$ cat config.mk
export PLATFORM = sky130hd
export DESIGN_NAME = fetch_pc_unit_flat
export DESIGN_NICKNAME = d
export VERILOG_FILES = /design/src/rtl/fetch_pc_unit_pkg.sv /design/src/rtl/fetch_pc_unit_if.sv /design/src/rtl/fetch_pc_unit_pc_redirect_calc.sv /design/src/rtl/fetch_pc_unit.sv /design/src/flat_wrapper.sv
export SDC_FILE = /design/constraint.sdc
export NUM_CORES = 1
export LEC_CHECK = 0
export ABC_AREA = 1
export BUFFER_PORTS_ARGS = -buffer_cell sky130_fd_sc_hd__buf_2
export CORE_MARGIN = 4
export CORE_UTILIZATION = 40
export DETAILED_ROUTE_END_ITERATION = 10
export GPL_TIMING_DRIVEN = 0
export PLACE_DENSITY = 0.71
export RECOVER_POWER = 25
export SETUP_SLACK_MARGIN = 0.02
export SYNTH_ARGS = -nofsm -noshare
export SYNTH_HDL_FRONTEND = slang
export SYNTH_SLANG_ARGS = --single-unit
$ cat constraint.sdc
create_clock -name clock -period 2.4 [get_ports clock]
set_input_delay 0.12 -clock clock [delete_from_list [all_inputs] [get_ports clock]]
set_output_delay 0.12 -clock clock [all_outputs]
set_load 0.01 [all_outputs]
$ cat src/rtl/fetch_pc_unit_pkg.sv
// fetch_pc_unit_pkg: fetch FSM encoding and immediate/word-size constants shared with decode.
package fetch_pc_unit_pkg;

    typedef enum logic [1:0] {ST_RST, ST_ISSUE, ST_WAIT, ST_HOLD} fetch_state_t;

    localparam logic [31:0] WORD_BYTES = 32'd4;
    localparam int IMM_W      = 16;
    localparam int WORD_SHIFT = 2;
    localparam int SEXT_W     = 32 - IMM_W - WORD_SHIFT;
    localparam int JUMP_W     = 26;

    function automatic logic [31-WORD_SHIFT:0] sext_imm(input logic [IMM_W-1:0] imm);
        return {{SEXT_W{imm[IMM_W-1]}}, imm};
    endfunction

endpackage

$ cat src/rtl/fetch_pc_unit_if.sv
// fetch_pc_unit_if: instruction-memory request handshake between fetch and imem.
interface fetch_pc_unit_if;
    logic        imem_req_valid;
    logic        imem_req_ready;
    logic [31:0] imem_addr;

    modport master(output imem_req_valid, imem_addr, input imem_req_ready);
    modport slave(input imem_req_valid, imem_addr, output imem_req_ready);
endinterface

$ cat src/rtl/fetch_pc_unit_pc_redirect_calc.sv
// pc_redirect_calc: branch/jump target arithmetic and jump-over-branch redirect selection.
module pc_redirect_calc
    import fetch_pc_unit_pkg::*;
(
    input  logic [3:0]        pc_region,
    input  logic              branch_taken,
    input  logic [31:0]       branch_base,
    input  logic [IMM_W-1:0]  branch_imm,
    input  logic              jump_valid,
    input  logic [JUMP_W-1:0] jump_target,
    output logic              redir_valid,
    output logic [31:0]       redir_pc
);
    logic [31:0] branch_tgt;
    logic [31:0] jump_tgt;

    assign branch_tgt  = branch_base + {sext_imm(branch_imm), {WORD_SHIFT{1'b0}}};
    assign jump_tgt    = {pc_region, jump_target, {WORD_SHIFT{1'b0}}};
    assign redir_valid = jump_valid | branch_taken;
    assign redir_pc    = jump_valid ? jump_tgt : branch_tgt;
endmodule

$ cat src/rtl/fetch_pc_unit.sv
// fetch_pc_unit: PC register and fetch FSM issuing word-aligned imem requests with redirect handling.
module fetch_pc_unit
    import fetch_pc_unit_pkg::*;
#(
    parameter logic [31:0] RESET_PC = 32'h0000_0000
) (
    input  logic              clock,
    input  logic              resetn,
    input  logic              stall,
    input  logic              branch_taken,
    input  logic [31:0]       branch_base,
    input  logic [IMM_W-1:0]  branch_imm,
    input  logic              jump_valid,
    input  logic [JUMP_W-1:0] jump_target,
    fetch_pc_unit_if.master   imem,
    output logic              if_valid,
    output logic [31:0]       if_pc,
    output logic [31:0]       if_pc_plus4
);
    fetch_state_t state;
    logic [31:0]  pc;
    logic [31:0]  pend_pc;
    logic         pend_valid;
    logic         redir_valid;
    logic [31:0]  redir_pc;
    logic         busy;
    logic         hs;

    pc_redirect_calc u_calc (
        .pc_region   (pc[31:28]),
        .branch_taken(branch_taken),
        .branch_base (branch_base),
        .branch_imm  (branch_imm),
        .jump_valid  (jump_valid),
        .jump_target (jump_target),
        .redir_valid (redir_valid),
        .redir_pc    (redir_pc)
    );

    assign busy                = state == ST_ISSUE || state == ST_WAIT;
    assign hs                  = busy && imem.imem_req_ready;
    assign imem.imem_req_valid = busy;
    assign imem.imem_addr      = pc;

    // A stalled handshake is dropped and refetched later, so it is squashed like a redirect.
    always_ff @(posedge clock or negedge resetn) begin
        if (!resetn) begin
            state       <= ST_RST;
            pc          <= RESET_PC;
            pend_valid  <= 1'b0;
            pend_pc     <= '0;
            if_valid    <= 1'b0;
            if_pc       <= '0;
            if_pc_plus4 <= '0;
        end else begin
            if_valid <= 1'b0;
            case (state)
                ST_RST: state <= ST_ISSUE;
                ST_ISSUE, ST_WAIT: begin
                    if (hs) begin
                        if_valid    <= !(redir_valid || pend_valid || stall);
                        if_pc       <= pc;
                        if_pc_plus4 <= pc + WORD_BYTES;
                        pc          <= redir_valid ? redir_pc : pend_valid ? pend_pc : stall ? pc : pc + WORD_BYTES;
                        pend_valid  <= 1'b0;
                        state       <= stall ? ST_HOLD : ST_ISSUE;
                    end else begin
                        if (redir_valid) begin
                            pend_valid <= 1'b1;
                            pend_pc    <= redir_pc;
                        end
                        state <= ST_WAIT;
                    end
                end
                ST_HOLD: begin
                    if (redir_valid) pc <= redir_pc;
                    state <= stall ? ST_HOLD : ST_ISSUE;
                end
                default: state <= ST_RST;
            endcase
        end
    end
endmodule

$ cat src/flat_wrapper.sv
// flat-port wrapper written by rule: the top's interface ports become plain ports
module fetch_pc_unit_flat import fetch_pc_unit_pkg::*;
#(
    parameter logic [31:0] RESET_PC = 32'h0000_0000
)
  (clock, resetn, stall, branch_taken, branch_base, branch_imm, jump_valid, jump_target, if_valid, if_pc, if_pc_plus4, imem_imem_req_valid, imem_imem_addr, imem_imem_req_ready);
  fetch_pc_unit_if imem_i ();
  input  logic clock;
  input  logic resetn;
  input  logic stall;
  input  logic branch_taken;
  input  logic [31:0] branch_base;
  input  logic [IMM_W-1:0] branch_imm;
  input  logic jump_valid;
  input  logic [JUMP_W-1:0] jump_target;
  output logic if_valid;
  output logic [31:0] if_pc;
  output logic [31:0] if_pc_plus4;
  output wire logic [$bits(imem_i.imem_req_valid)-1:0] imem_imem_req_valid;
  output wire logic [$bits(imem_i.imem_addr)-1:0] imem_imem_addr;
  input wire logic [$bits(imem_i.imem_req_ready)-1:0] imem_imem_req_ready;
  assign imem_imem_req_valid = imem_i.imem_req_valid;
  assign imem_imem_addr = imem_i.imem_addr;
  assign imem_i.imem_req_ready = imem_imem_req_ready;
  fetch_pc_unit #(.RESET_PC(RESET_PC)) u_core (.clock(clock), .resetn(resetn), .stall(stall), .branch_taken(branch_taken), .branch_base(branch_base), .branch_imm(branch_imm), .jump_valid(jump_valid), .jump_target(jump_target), .imem(imem_i), .if_valid(if_valid), .if_pc(if_pc), .if_pc_plus4(if_pc_plus4));
endmodule
==> results of run 1 <==
==> worst paths after layout <==
path	from	endpoint	slack, ps	cells after the start
max reg2reg	u_core.imem.imem_addr[2]$_DFFE_PN0P_	u_core.imem.imem_addr[8]$_DFFE_PN0P_	110	10
min	jump_target[21]	u_core.pend_pc[23]$_DFFE_PN0P_	20	3
max	u_core.imem.imem_addr[2]$_DFFE_PN0P_	u_core.imem.imem_addr[8]$_DFFE_PN0P_	110	10
min reg2reg	u_core.if_pc_plus4[30]$_DFFE_PN0P_	u_core.if_pc_plus4[30]$_DFFE_PN0P_	480	2
max in group asynchronous	resetn	u_core.if_pc[21]$_DFFE_PN0P_	780	3
min in group asynchronous	resetn	u_core.pend_pc[0]$_DFFE_PN0P_	610	2
==> stage by stage <==
stage          total power [mW]  TNS [ps]
3_3_place_gp               9.90    -60740
2_1_floorplan              7.76         0
4_1_cts                    12.8         0
6_report                   12.7         0
5_1_grt                    13.7         0
3_5_place_dp               10.1         0
==> sequential cells by signal, indices dropped and copies added (netlist names) <==
signal and flops:
u_core.if_valid 1, u_core.pend_pc 32, u_core.pend_valid 1, u_core.if_pc 30, u_core.state 2, u_core.if_pc_plus4 32, u_core.imem.imem_addr 32
==> layout make-up <==
cell class / instances / area (sq um) / share of cell area, %
clock buffer: 23 / 488 / 4.59
sequential: 130 / 3250 / 30.6
timing repair buffer: 187 / 963 / 9.05
multi-input combinational: 988 / 4690 / 44.1
inverter: 156 / 586 / 5.50
clock inverter: 9 / 128 / 1.20
tap: 275 / 344 / 3.23
buffer: 45 / 189 / 1.78
==> worst register-to-register path, stage by stage (launching register included) <==
cell and delay [ps]:
sky130_fd_sc_hd__dfrtp_1 510, sky130_fd_sc_hd__ha_1 310, sky130_fd_sc_hd__nand2_1 110, sky130_fd_sc_hd__nor2_2 220, sky130_fd_sc_hd__nand2_1 140, sky130_fd_sc_hd__nor2_2 250, sky130_fd_sc_hd__xor2_1 290, sky130_fd_sc_hd__nand2_1 110
sky130_fd_sc_hd__a21oi_1 130, sky130_fd_sc_hd__nand2_1 70, sky130_fd_sc_hd__o21ai_1 80
==> timing repair <==
item | 4_1_cts | 5_1_grt
endpoints found under the hold margin | 66 | 0
hold buffers | 9 | 0
resized for setup | 0 | 0
buffers inserted | 0 | 0
==> power breakdown <==
part / internal [mW] / switching (mW) / total (mW)
Clock: 1.74 / 0.932 / 2.67
Combinational: 1.97 / 3.89 / 5.87
Sequential: 3.27 / 0.928 / 4.20
==> placed cells by master (no fill, tap or decap), types with 7 or more instances in the layout <==
cell                              n
sky130_fd_sc_hd__nand2_1        517
sky130_fd_sc_hd__nand3_1         80
sky130_fd_sc_hd__nor2_1          98
sky130_fd_sc_hd__nor2_2          10
sky130_fd_sc_hd__clkbuf_1        62
sky130_fd_sc_hd__ha_1            32
sky130_fd_sc_hd__xor2_1          27
sky130_fd_sc_hd__dfrtp_1        130
sky130_fd_sc_hd__o21ai_0         60
sky130_fd_sc_hd__clkbuf_16       17
sky130_fd_sc_hd__inv_1          152
sky130_fd_sc_hd__nand4_1          8
sky130_fd_sc_hd__a21oi_1         78
sky130_fd_sc_hd__o21ai_1          7
sky130_fd_sc_hd__buf_2          154
sky130_fd_sc_hd__dlygate4sd3_1    9
sky130_fd_sc_hd__a31oi_1         28
sky130_fd_sc_hd__nor3_1          11
==> logic make-up (layout without fill, tap and decap cells) <==
| family | count (synthesis) | count (layout) | share of synthesized area [%] |
|---|---|---|---|
| AO/OA/AOI/OAI | 185 | 185 | 11.4 |
| XOR/XNOR | 28 | 28 | 2.81 |
| adder cells (fa/ha/maj) | 33 | 33 | 4.82 |
| buffers and inverters | 201 | 420 | 8.88 |
| flip-flops | 130 | 130 | 37.3 |
| AND/OR/NAND/NOR | 742 | 742 | 34.8 |
==> per-layer routing <==
layer  GRT usage, %  vias up
li1               -     4595
met1           30.9     4114
met2           37.8      313
met3           2.47       48
met4           8.13        0
met5              0        -
==> results_dict.tcl, run 1 <==
set metrics [dict create \
    outcome "finished with violations" \
    violations_in_the_final_reports "capacitance limit" \
    cp_cell_sequence "ha_1 -> nand2_1 -> nor2_2 -> nand2_1 -> nor2_2 -> xor2_1 -> nand2_1 -> a21oi_1 -> nand2_1 -> o21ai_1" \
    timing_max_transition_violations_final 0 \
    timing.critical_path.fanout_max 6 \
    antenna_found_initial 0 \
    total_of_max_cap_violations 1 \
    maxUsedRoutingLayer "met4" \
    fill_cells 2172 \
    final_antenna_net_count 0 \
    path_buf_inv 0 \
    design.core.area_sq_um 21200 \
    slew_headroom_pct 0.853 \
    synth.most_common_cell "sky130_fd_sc_hd__nand2_1" \
    final_cell_area_sq_um 10600 \
    grt_pass1_wl_mm 43.9 \
    clk_pin_slew_ps 60 \
    rsz0062_at_grt "false" \
    post-synth-top-area-cell "sky130_fd_sc_hd__dfrtp_1" \
    vias 9070 \
    place.detailed.instances 1772 \
    layout_worst_path_cycle_share_pct 95.6 \
    met3_wl_post_dr_mm 1.67 \
    die_area_sq_um 24200 \
    dp_hpwl_mm 22.9 \
    fin_util_pct 50.1 \
    worst_path_largest_cell_delay_ps 510 \
    synthTopCellsByArea "sky130_fd_sc_hd__dfrtp_1 37%, sky130_fd_sc_hd__nand2_1 22%, sky130_fd_sc_hd__inv_1 6.5%" \
    hold_ws_ps 15.1 \
    post_synth_inst_count 1319 \
    dr.pass1.iters 5 \
    met1Wirelength_mm 12.7 \
    synthDominantCellAreaShare_pct 37.3 \
    initialDrtViolationCount 545 \
    path_common_cell "sky130_fd_sc_hd__nand2_1" \
    cts.sink_count 130 \
    final_cell_count_no_fill 1813 \
    drive_above_1_share_pct 14.3 \
    avgSynthCellArea_sq_um 6.61 \
    holdCritPathClass "in -> reg" \
    syn_area_sq_um 8720 \
    finalSetupViolations 0 \
    synth_seq_cells 130 \
    clk_latency_ps 420 \
    timing.critical_path.arrival_ps 2630 \
    gp_congestion 0.938 \
    cts_root_buf "sky130_fd_sc_hd__clkbuf_16" \
    postLayoutSetupSlackWorst_ps 107 \
    dpl_worst_slack_ps 170 \
    clock_tree.htree_level_count 4 \
    tightestPinTransition_ps 1490 \
    critical_path_class "reg -> reg" \
    route.final.wire_length_mm 28.1 \
    clock_tree_from_tritoncts "built" \
    endpoint_kind "flip-flop" \
    place.port_buffers 177 \
    final_net_count 1638 \
    synth_to_layout_area_growth_pct 22.1 \
    synth.yosys.warnings 0 \
    viasPerCell 5.00 \
    worst_ir_drop_vdd_v 0.000636 \
    synth-edff-count 0 \
    die_w_um 156 \
    grt_max_degree 74 \
    post-route-min-period_ps 2290 \
    worst_path_dominant_cell_family "simple AND/OR/NAND/NOR gates" \
    vias_in_the_first_global_route 8541 \
    final_skew_ps 11.1 \
    synth-main-ff-cell "sky130_fd_sc_hd__dfrtp_1" \
    synthTopCellsByCount "517 x sky130_fd_sc_hd__nand2_1, 152 x sky130_fd_sc_hd__inv_1, 130 x sky130_fd_sc_hd__dfrtp_1" \
    powerDensity_nw_per_um2 1200 \
    track_usage_pct 22.7 \
    detailed_route_wire_length_per_cell_um 15.5 \
    finalHoldViolCount 0 \
    critical_path.slowest_cell "sky130_fd_sc_hd__dfrtp_1" \
    num_antenna_cells 0 \
    cts_buffers 17 \
    synthDistinctLibCells 34 \
    initial_core_utilization_pct 41.1 \
    syn_nets 1432 \
    clock_tree.buffer_depth 2 \
    detail_route.drc_violations 0 \
    leakage_nw 5.71 \
    die_height_um 156 \
    ys_async_sr_fraction_pct 100 \
    grt.overflow.total 0 \
    achievable-frequency_mhz 436 \
    cp_data_required_time_ps 2730 \
    worst_setup_path_start_kind "flip-flop" \
    num_io_pins 178 \
    synth_seq_area_share_pct 37.3 \
    placement.cell_area_sq_um 9980 \
    fp-row-count 53 \
    met2_wirelength_mm 12.9 \
]
Note: power is estimated with default switching activity, not from simulation.
==> run 2, diff against run 1 <==
--- a/config.mk
+++ b/config.mk
@@ -5,13 +5,13 @@
 export SDC_FILE = /design/constraint.sdc
 export NUM_CORES = 1
 export LEC_CHECK = 0
-export ABC_AREA = 1
+export ABC_AREA = 0
 export BUFFER_PORTS_ARGS = -buffer_cell sky130_fd_sc_hd__buf_2
 export CORE_MARGIN = 4
 export CORE_UTILIZATION = 40
 export DETAILED_ROUTE_END_ITERATION = 10
 export GPL_TIMING_DRIVEN = 0
-export PLACE_DENSITY = 0.71
+export PLACE_DENSITY = 0.72
 export RECOVER_POWER = 25
 export SETUP_SLACK_MARGIN = 0.02
 export SYNTH_ARGS = -nofsm -noshare
==> run 2 against run 1 <==
  * The flow finishes with violations (capacitance limit, slew limit)
  * Final area shrank 4.6%
  * Sequential share of layout area grew 1.5 points
  * Power grew 2.8%
  * Sequential power grew 1%
  * Synthesized cell count shrank 34%
  * Largest power group unchanged
  * Highest routed layer is now met5
==> results_dict.tcl, run 2 <==
set metrics [dict create \
    outcome "finished with violations" \
    violations_in_the_final_reports "capacitance limit, slew limit" \
    vias_in_the_first_global_route 7342 \
    viasPerCell 5.65 \
    cts_buffers 17 \
    tightestPinTransition_ps 1620 \
    final_net_count 1204 \
    grt.overflow.total 0 \
    track_usage_pct 23.2 \
    fp-row-count 51 \
    critical_path.slowest_cell "sky130_fd_sc_hd__dfrtp_2" \
    ys_async_sr_fraction_pct 100 \
    syn_area_sq_um 7990 \
    detailed_route_wire_length_per_cell_um 19.4 \
    synth.most_common_cell "sky130_fd_sc_hd__dfrtp_1" \
    leakage_nw 4.69 \
    final_antenna_net_count 0 \
    cts.sink_count 130 \
    finalSetupViolations 0 \
    timing_max_transition_violations_final 63 \
    power.share.combinational_pct 46.0 \
    fin_util_pct 52.0 \
    synth-edff-count 0 \
    synth_seq_area_share_pct 40.7 \
    seq_power_share_pct 32.5 \
    r2r.worst_path.cells 10 \
    layout_commonest_cell "sky130_fd_sc_hd__buf_2" \
    clk_pin_slew_ps 60 \
    clk_latency_ps 420 \
    synthDominantCellAreaShare_pct 40.7 \
    vias 7736 \
    slew_headroom_pct -8.30 \
    initialDrtViolationCount 711 \
    cp_data_required_time_ps 2700 \
    cts_root_buf "sky130_fd_sc_hd__clkbuf_16" \
    finalPower_mw 13.1 \
    design.core.area_sq_um 19500 \
    worst_path_largest_cell_delay_ps 410 \
    clock_tree_from_tritoncts "built" \
    critical_path_class "reg -> reg" \
    die_area_sq_um 22300 \
    synth.yosys.warnings 0 \
    worst_ir_drop_vdd_v 0.000743 \
    hold-path-cell-count 3 \
    worstHoldEndpoint "u_core.pend_pc[23]$_DFFE_PN0P_" \
    drive_above_1_share_pct 27.5 \
    worst_setup_path_start_kind "flip-flop" \
    die_w_um 149 \
    grt_max_degree 69 \
    switch_pwr_mw 5.54 \
    syn_nets 989 \
    initial_core_utilization_pct 40.9 \
    gp_congestion 0.940 \
    synth-main-ff-cell "sky130_fd_sc_hd__dfrtp_1" \
    p_int_mw 7.55 \
    clock_tree.htree_level_count 4 \
    timing.rr.start "u_core.imem.imem_addr[2]$_DFFE_PN0P_" \
    avgSynthCellArea_sq_um 9.12 \
    powerDensity_nw_per_um2 1290 \
    holdCritPathClass "in -> reg" \
    clock_tree.buffer_depth 2 \
    layout_common_cells "152 x sky130_fd_sc_hd__buf_2, 128 x sky130_fd_sc_hd__nand2_1, 125 x sky130_fd_sc_hd__dfrtp_1" \
    dp_hpwl_mm 20.4 \
    achievable-frequency_mhz 422 \
    die_height_um 149 \
    num_io_pins 178 \
    power.share.switching_pct 42.3 \
    final_skew_ps 8.32 \
    route.final.wire_length_mm 26.5 \
    synthTopCellsByCount "130 x sky130_fd_sc_hd__dfrtp_1, 128 x sky130_fd_sc_hd__nand2_1, 94 x sky130_fd_sc_hd__o21ai_0" \
    finalHoldViolCount 0 \
    endpoint_kind "flip-flop" \
    dr.pass1.iters 7 \
    synth_to_layout_area_growth_pct 27.1 \
    power.share.clock_pct 21.5 \
    grt_pass1_wl_mm 40.7 \
    synthTopCellsByArea "sky130_fd_sc_hd__dfrtp_1 41%, sky130_fd_sc_hd__nand2_1 6.0%, sky130_fd_sc_hd__o21ai_0 5.9%" \
    layout_worst_path_cycle_share_pct 98.8 \
    worst_r2r_endpoint "u_core.imem.imem_addr[22]$_DFFE_PN0P_" \
    synth_seq_cells 130 \
    post-synth-top-area-cell "sky130_fd_sc_hd__dfrtp_1" \
    synthDistinctLibCells 76 \
    antenna_found_initial 2 \
    post-route-min-period_ps 2370 \
    post_synth_inst_count 876 \
    hold_start "jump_target[21]" \
    timing.critical_path.fanout_max 6 \
    fill_cells 1857 \
    rrSetupSlack_ps 30 \
    rsz0062_at_grt "true" \
    place.port_buffers 177 \
    cp_cell_sequence "ha_4 -> nand4_1 -> nor3_4 -> and3_1 -> buf_6 -> nand3_4 -> xor2_2 -> o21ai_1 -> a221o_1 -> o22a_1" \
    timing.critical_path.arrival_ps 2670 \
    total_of_max_cap_violations 1 \
    detail_route.drc_violations 0 \
]
[run 2: per-layer routing]
metal | share of wire (%) | global-route usage [%] | vias to the layer above
li1 | - | - | 3617
met1 | 45 | 33.5 | 3660
met2 | 44 | 35.4 | 407
met3 | 8.6 | 4.25 | 50
met4 | 2.1 | 7.05 | 2
met5 | 0.068 | 0 | -
[run 2: worst max-delay path, delay by kind of cell, from the launching register on]
kind / cells / cell delay, ps
adders and majority gates: 1 / 160
buffers and inverters: 1 / 130
and+or+nand+nor: 4 / 760
DFF: 1 / 410
xor gates and xnor gates: 1 / 230
AOI/OAI and AO/OA: 3 / 560
[run 2: final cells by class]
type	instances	area [sq um]	share of cell area, %
clock inverter	12	179	1.76
sequential	130	3260	32.1
buffer	52	236	2.33
clock buffer	20	467	4.60
inverter	10	38.8	0.382
multi-input combinational	684	4620	45.5
antenna	1	2.50	0.0246
tap	265	332	3.27
timing repair buffer	196	1020	10.1
[run 2: worst max path at each step]
stage / startpoint / depth (start not counted) / endpoint
after global placement: resetn / 1 / u_core.imem.imem_addr[2]$_DFFE_PN0P_
final: u_core.imem.imem_addr[2]$_DFFE_PN0P_ / 10 / u_core.imem.imem_addr[22]$_DFFE_PN0P_
after CTS: u_core.imem.imem_addr[2]$_DFFE_PN0P_ / 10 / u_core.imem.imem_addr[22]$_DFFE_PN0P_
after detailed placement: branch_base[2] / 11 / u_core.imem.imem_addr[16]$_DFFE_PN0P_
after global routing: u_core.imem.imem_addr[6]$_DFFE_PN0P_ / 8 / u_core.imem.imem_addr[31]$_DFFE_PN0P_
after floorplan: u_core.imem.imem_addr[3]$_DFFE_PN0P_ / 10 / u_core.imem.imem_addr[22]$_DFFE_PN0P_
[run 2: kinds of logic (layout without fill, tap and decap cells)]
kind of cell / Yosys count / in the layout / synth area share [%]
buffers and inverters: 62 / 290 / 3.12
DFF: 130 / 130 / 40.7
and+or+nand+nor: 279 / 279 / 16.0
xor gates and xnor gates: 49 / 49 / 5.37
muxes: 48 / 48 / 6.63
adders and majority gates: 33 / 33 / 5.26
AOI/OAI and AO/OA: 275 / 275 / 22.9
other: 0 / 1 / 0
[run 2: what timing repair did]
action	4_1_cts	5_1_grt
setup buffers	8	7
pin swaps	7	7
endpoints found under the hold margin	65	0
hold buffers	3	0
cloned	0	0
endpoints found under the setup margin	37	51
resized for setup	21	31
[run 2: through the flow]
step                std cells  instance area, sq um  setup TNS (ps)  hold slack (ps)  worst slack, ps
finish                   1370                 10200               0             14.2             28.6
global route             1370                 10200            -211             32.0            -77.5
CTS                      1362                 10100               0             6.45             10.6
detailed placement       1319                  9250           -9630              142             -509
global placement         1318                  9210          -78690              356             -776
floorplan                 876                  7990               0             -176             40.3
[run 2: power by group through the flow]
stage               registers [mW]  logic [mW]  clock network [mW]
detailed placement            4.25        5.74                   0
global route                  4.39        6.55                2.93
finish                        4.26        6.02                2.81
floorplan                     4.35        3.32                   0
global placement              4.20        5.61                   0
CTS                           4.21        5.93                2.83
==> run 3, diff against run 2 <==
--- a/config.mk
+++ b/config.mk
@@ -10,10 +10,11 @@
 export CORE_MARGIN = 4
 export CORE_UTILIZATION = 40
 export DETAILED_ROUTE_END_ITERATION = 10
-export GPL_TIMING_DRIVEN = 0
+export HOLD_SLACK_MARGIN = 0.12
 export PLACE_DENSITY = 0.72
 export RECOVER_POWER = 25
 export SETUP_SLACK_MARGIN = 0.02
 export SYNTH_ARGS = -nofsm -noshare
 export SYNTH_HDL_FRONTEND = slang
+export SYNTH_HIERARCHICAL = 1
 export SYNTH_SLANG_ARGS = --single-unit
==> run 3 against run 2 <==
  * Largest cell class unchanged
  * Largest power group unchanged
  * Highest routed layer is now met4
  * Cell count up 5.5%
  * Clock-buffer cell count down 1
  * Worst hold slack better by 110 ps
  * Global-route usage down 2.0 points
  * Synthesized cell count up 5.7%
  * Final area up 6.7%
  * The run now ends clean
  * Clock skew up 0.87 ps
  * Sequential share of layout area down 2.1 points
==> results_dict.tcl, run 3 <==
set metrics [dict create \
    fp-row-count 51 \
    synth_seq_cells 130 \
    clk_pin_slew_ps 60 \
    cp_data_required_time_ps 2660 \
    final_antenna_net_count 0 \
    power.share.switching_pct 40.5 \
    synthDominantCellAreaShare_pct 40.0 \
    cts_root_buf "sky130_fd_sc_hd__clkbuf_16" \
    detailed_route_wire_length_per_cell_um 17.0 \
    place.port_buffers 177 \
    final_cell_area_sq_um 10800 \
    cts_buffers 17 \
    post_synth_inst_count 926 \
    initialDrtViolationCount 619 \
    clock_tree.htree_level_count 4 \
    placement.cell_area_sq_um 9900 \
    dr.pass1.iters 5 \
    synth-main-ff-cell "sky130_fd_sc_hd__dfrtp_1" \
    slew_headroom_pct 24.9 \
    design.core.area_sq_um 19700 \
    clk_latency_ps 410 \
    layout_commonest_cell "sky130_fd_sc_hd__nand2_1" \
    power.share.combinational_pct 44.5 \
    power.share.clock_pct 22.8 \
    post-route-min-period_ps 2360 \
    leakage_nw 5.10 \
    powerDensity_nw_per_um2 1180 \
    seq_power_share_pct 32.7 \
    avgSynthCellArea_sq_um 8.79 \
    rrSetupSlack_ps 100 \
    cts.sink_count 130 \
    initial_core_utilization_pct 41.3 \
    viasPerCell 5.39 \
    dp_hpwl_mm 18.6 \
    endpoint_kind "flip-flop" \
    die_w_um 151 \
    synth_seq_area_share_pct 40.0 \
    grt_pass1_wl_mm 38.2 \
    groute.layer.met2.usage_pct 32.9 \
    die_height_um 151 \
    clock_tree_from_tritoncts "built" \
    timing_max_transition_violations_final 0 \
    layout_worst_path_cycle_share_pct 98.4 \
    synth-edff-count 0 \
    synthTopCellsByArea "sky130_fd_sc_hd__dfrtp_1 40%, sky130_fd_sc_hd__nand2_1 9.2%, sky130_fd_sc_hd__o21ai_0 5.2%" \
    switch_pwr_mw 5.19 \
    drive_above_1_share_pct 32.9 \
    total_of_max_cap_violations 0 \
    critical_path_class "in -> reg" \
    achievable-frequency_mhz 424 \
    vias 7800 \
    finalHoldViolCount 0 \
    grt_max_degree 58 \
    r2r.worst_path.cells 6 \
    ys_async_sr_fraction_pct 100 \
    final_net_count 1281 \
    fin_tns_setup_ps 0 \
    synthDistinctLibCells 72 \
    outcome "finished clean" \
    synth.yosys.warnings 6 \
    route.final.wire_length_mm 24.6 \
    die_area_sq_um 22700 \
    timing.critical_path.arrival_ps 2630 \
    gp_congestion 0.906 \
    num_antenna_cells 0 \
    finalSetupViolations 0 \
    detail_route.drc_violations 0 \
    vias_in_the_first_global_route 7233 \
    layout_common_cells "199 x sky130_fd_sc_hd__nand2_1, 166 x sky130_fd_sc_hd__buf_2, 130 x sky130_fd_sc_hd__dfrtp_1" \
    holdCritPathClass "in -> reg" \
    synth_to_layout_area_growth_pct 33.1 \
    clock_tree.buffer_depth 2 \
    rsz0062_at_grt "true" \
    antenna_found_initial 0 \
    worst_ir_drop_vdd_v 0.000602 \
    tightestPinTransition_ps 1130 \
    grt.overflow.total 0 \
    worst_setup_path_start_kind "input pin" \
    timing.critical_path.fanout_max 4 \
    post-synth-top-area-cell "sky130_fd_sc_hd__dfrtp_1" \
    p_int_mw 7.63 \
    synthTopCellsByCount "200 x sky130_fd_sc_hd__nand2_1, 130 x sky130_fd_sc_hd__dfrtp_1, 85 x sky130_fd_sc_hd__o21ai_0" \
    syn_area_sq_um 8140 \
    busiest_layer "met2" \
    final_skew_ps 9.18 \
    hold-path-cell-count 4 \
    gr_met1_demand_resource_pct 30.6 \
    num_io_pins 178 \
    grt_use_met3_pct 3.46 \
    syn_nets 1039 \
    synth.most_common_cell "sky130_fd_sc_hd__nand2_1" \
    track_usage_pct 21.1 \
]
-- run 3: cells by family after synthesis --
group / synth area share [%]
multiplexers: 5.69
XOR/XNOR: 5.49
AND/OR/NAND/NOR: 21.0
AO/OA/AOI/OAI: 18.5
flip-flops: 40.0
adder cells (fa/ha/maj): 5.16
buffers and inverters: 4.18
-- run 3: layout make-up --
type	count	area, sq um
tap	265	332
clock inverter	13	231
inverter	15	56.3
multi-input combinational	723	4800
timing repair buffer	281	1720
clock buffer	19	443
sequential	130	3250
fill	1773	8880
-- run 3: worst paths after layout --
check	from	endpoint
max in group asynchronous	resetn	u_core/if_pc_plus4[16]$_DFFE_PN0P_
worst min-delay path	jump_target[22]	u_core/pend_pc[24]$_DFFE_PN0P_
worst min register to register	u_core/if_pc[27]$_DFFE_PN0P_	u_core/if_pc[27]$_DFFE_PN0P_
min in group asynchronous	resetn	u_core/pend_pc[1]$_DFFE_PN0P_
worst max-delay path	branch_base[2]	u_core/imem.imem_addr[30]$_DFFE_PN0P_
worst max register to register	u_core/state[0]$_DFF_PN0_	u_core/imem.imem_addr[17]$_DFFE_PN0P_
-- run 3: worst max-delay path, cell delays in order --
cell                       delay [ps]
sky130_fd_sc_hd__buf_6            100
sky130_fd_sc_hd__ha_4             160
sky130_fd_sc_hd__fa_2             370
sky130_fd_sc_hd__a21o_4           230
sky130_fd_sc_hd__a31oi_4          200
sky130_fd_sc_hd__nor4b_4           80
sky130_fd_sc_hd__nor2_2           200
sky130_fd_sc_hd__o41ai_2           90
sky130_fd_sc_hd__xnor2_1          290
sky130_fd_sc_hd__o21ai_2          120
sky130_fd_sc_hd__a2111o_1         400
sky130_fd_sc_hd__o211ai_1         180
sky130_fd_sc_hd__o211ai_1         100
-- run 3: layer usage --
layer | share of wire [%] | up-vias | routed length, um
met5 | 0 | - | 0
met4 | 1.6 | 0 | 385
met3 | 7.6 | 33 | 1860
met2 | 46 | 334 | 11300
met1 | 45 | 3649 | 11000
li1 | - | 3784 | -
-- run 3: repair_timing --
action	4_1_cts	5_1_grt
pin swaps	8	18
cloned	0	0
setup buffers	1	3
gates resized for setup	5	26
setup endpoints to repair	1	12
hold buffers	6	0
hold endpoints to repair	46	0
-- run 3: per-stage QoR --
stage	utilization, %	hold slack (ps)	total power [mW]	setup slack, ps	std cells
floorplan	-	-176	7.61	-92.9	926
global placement	50.2	160	9.61	-511	1404
detailed placement	50.2	168	9.80	-615	1404
CTS	54.1	131	12.8	39.0	1443
global route	55.0	166	13.6	-41.3	1446
finish	55.0	121	12.8	39.1	1446
-- run 3: power groups by stage --
stage | clock [mW] | combinational, mW | sequential [mW]
detailed placement | 0 | 5.59 | 4.21
finish | 2.92 | 5.71 | 4.19
global placement | 0 | 5.47 | 4.15
global route | 3.07 | 6.26 | 4.32
CTS | 2.96 | 5.65 | 4.17
floorplan | 0 | 3.36 | 4.25
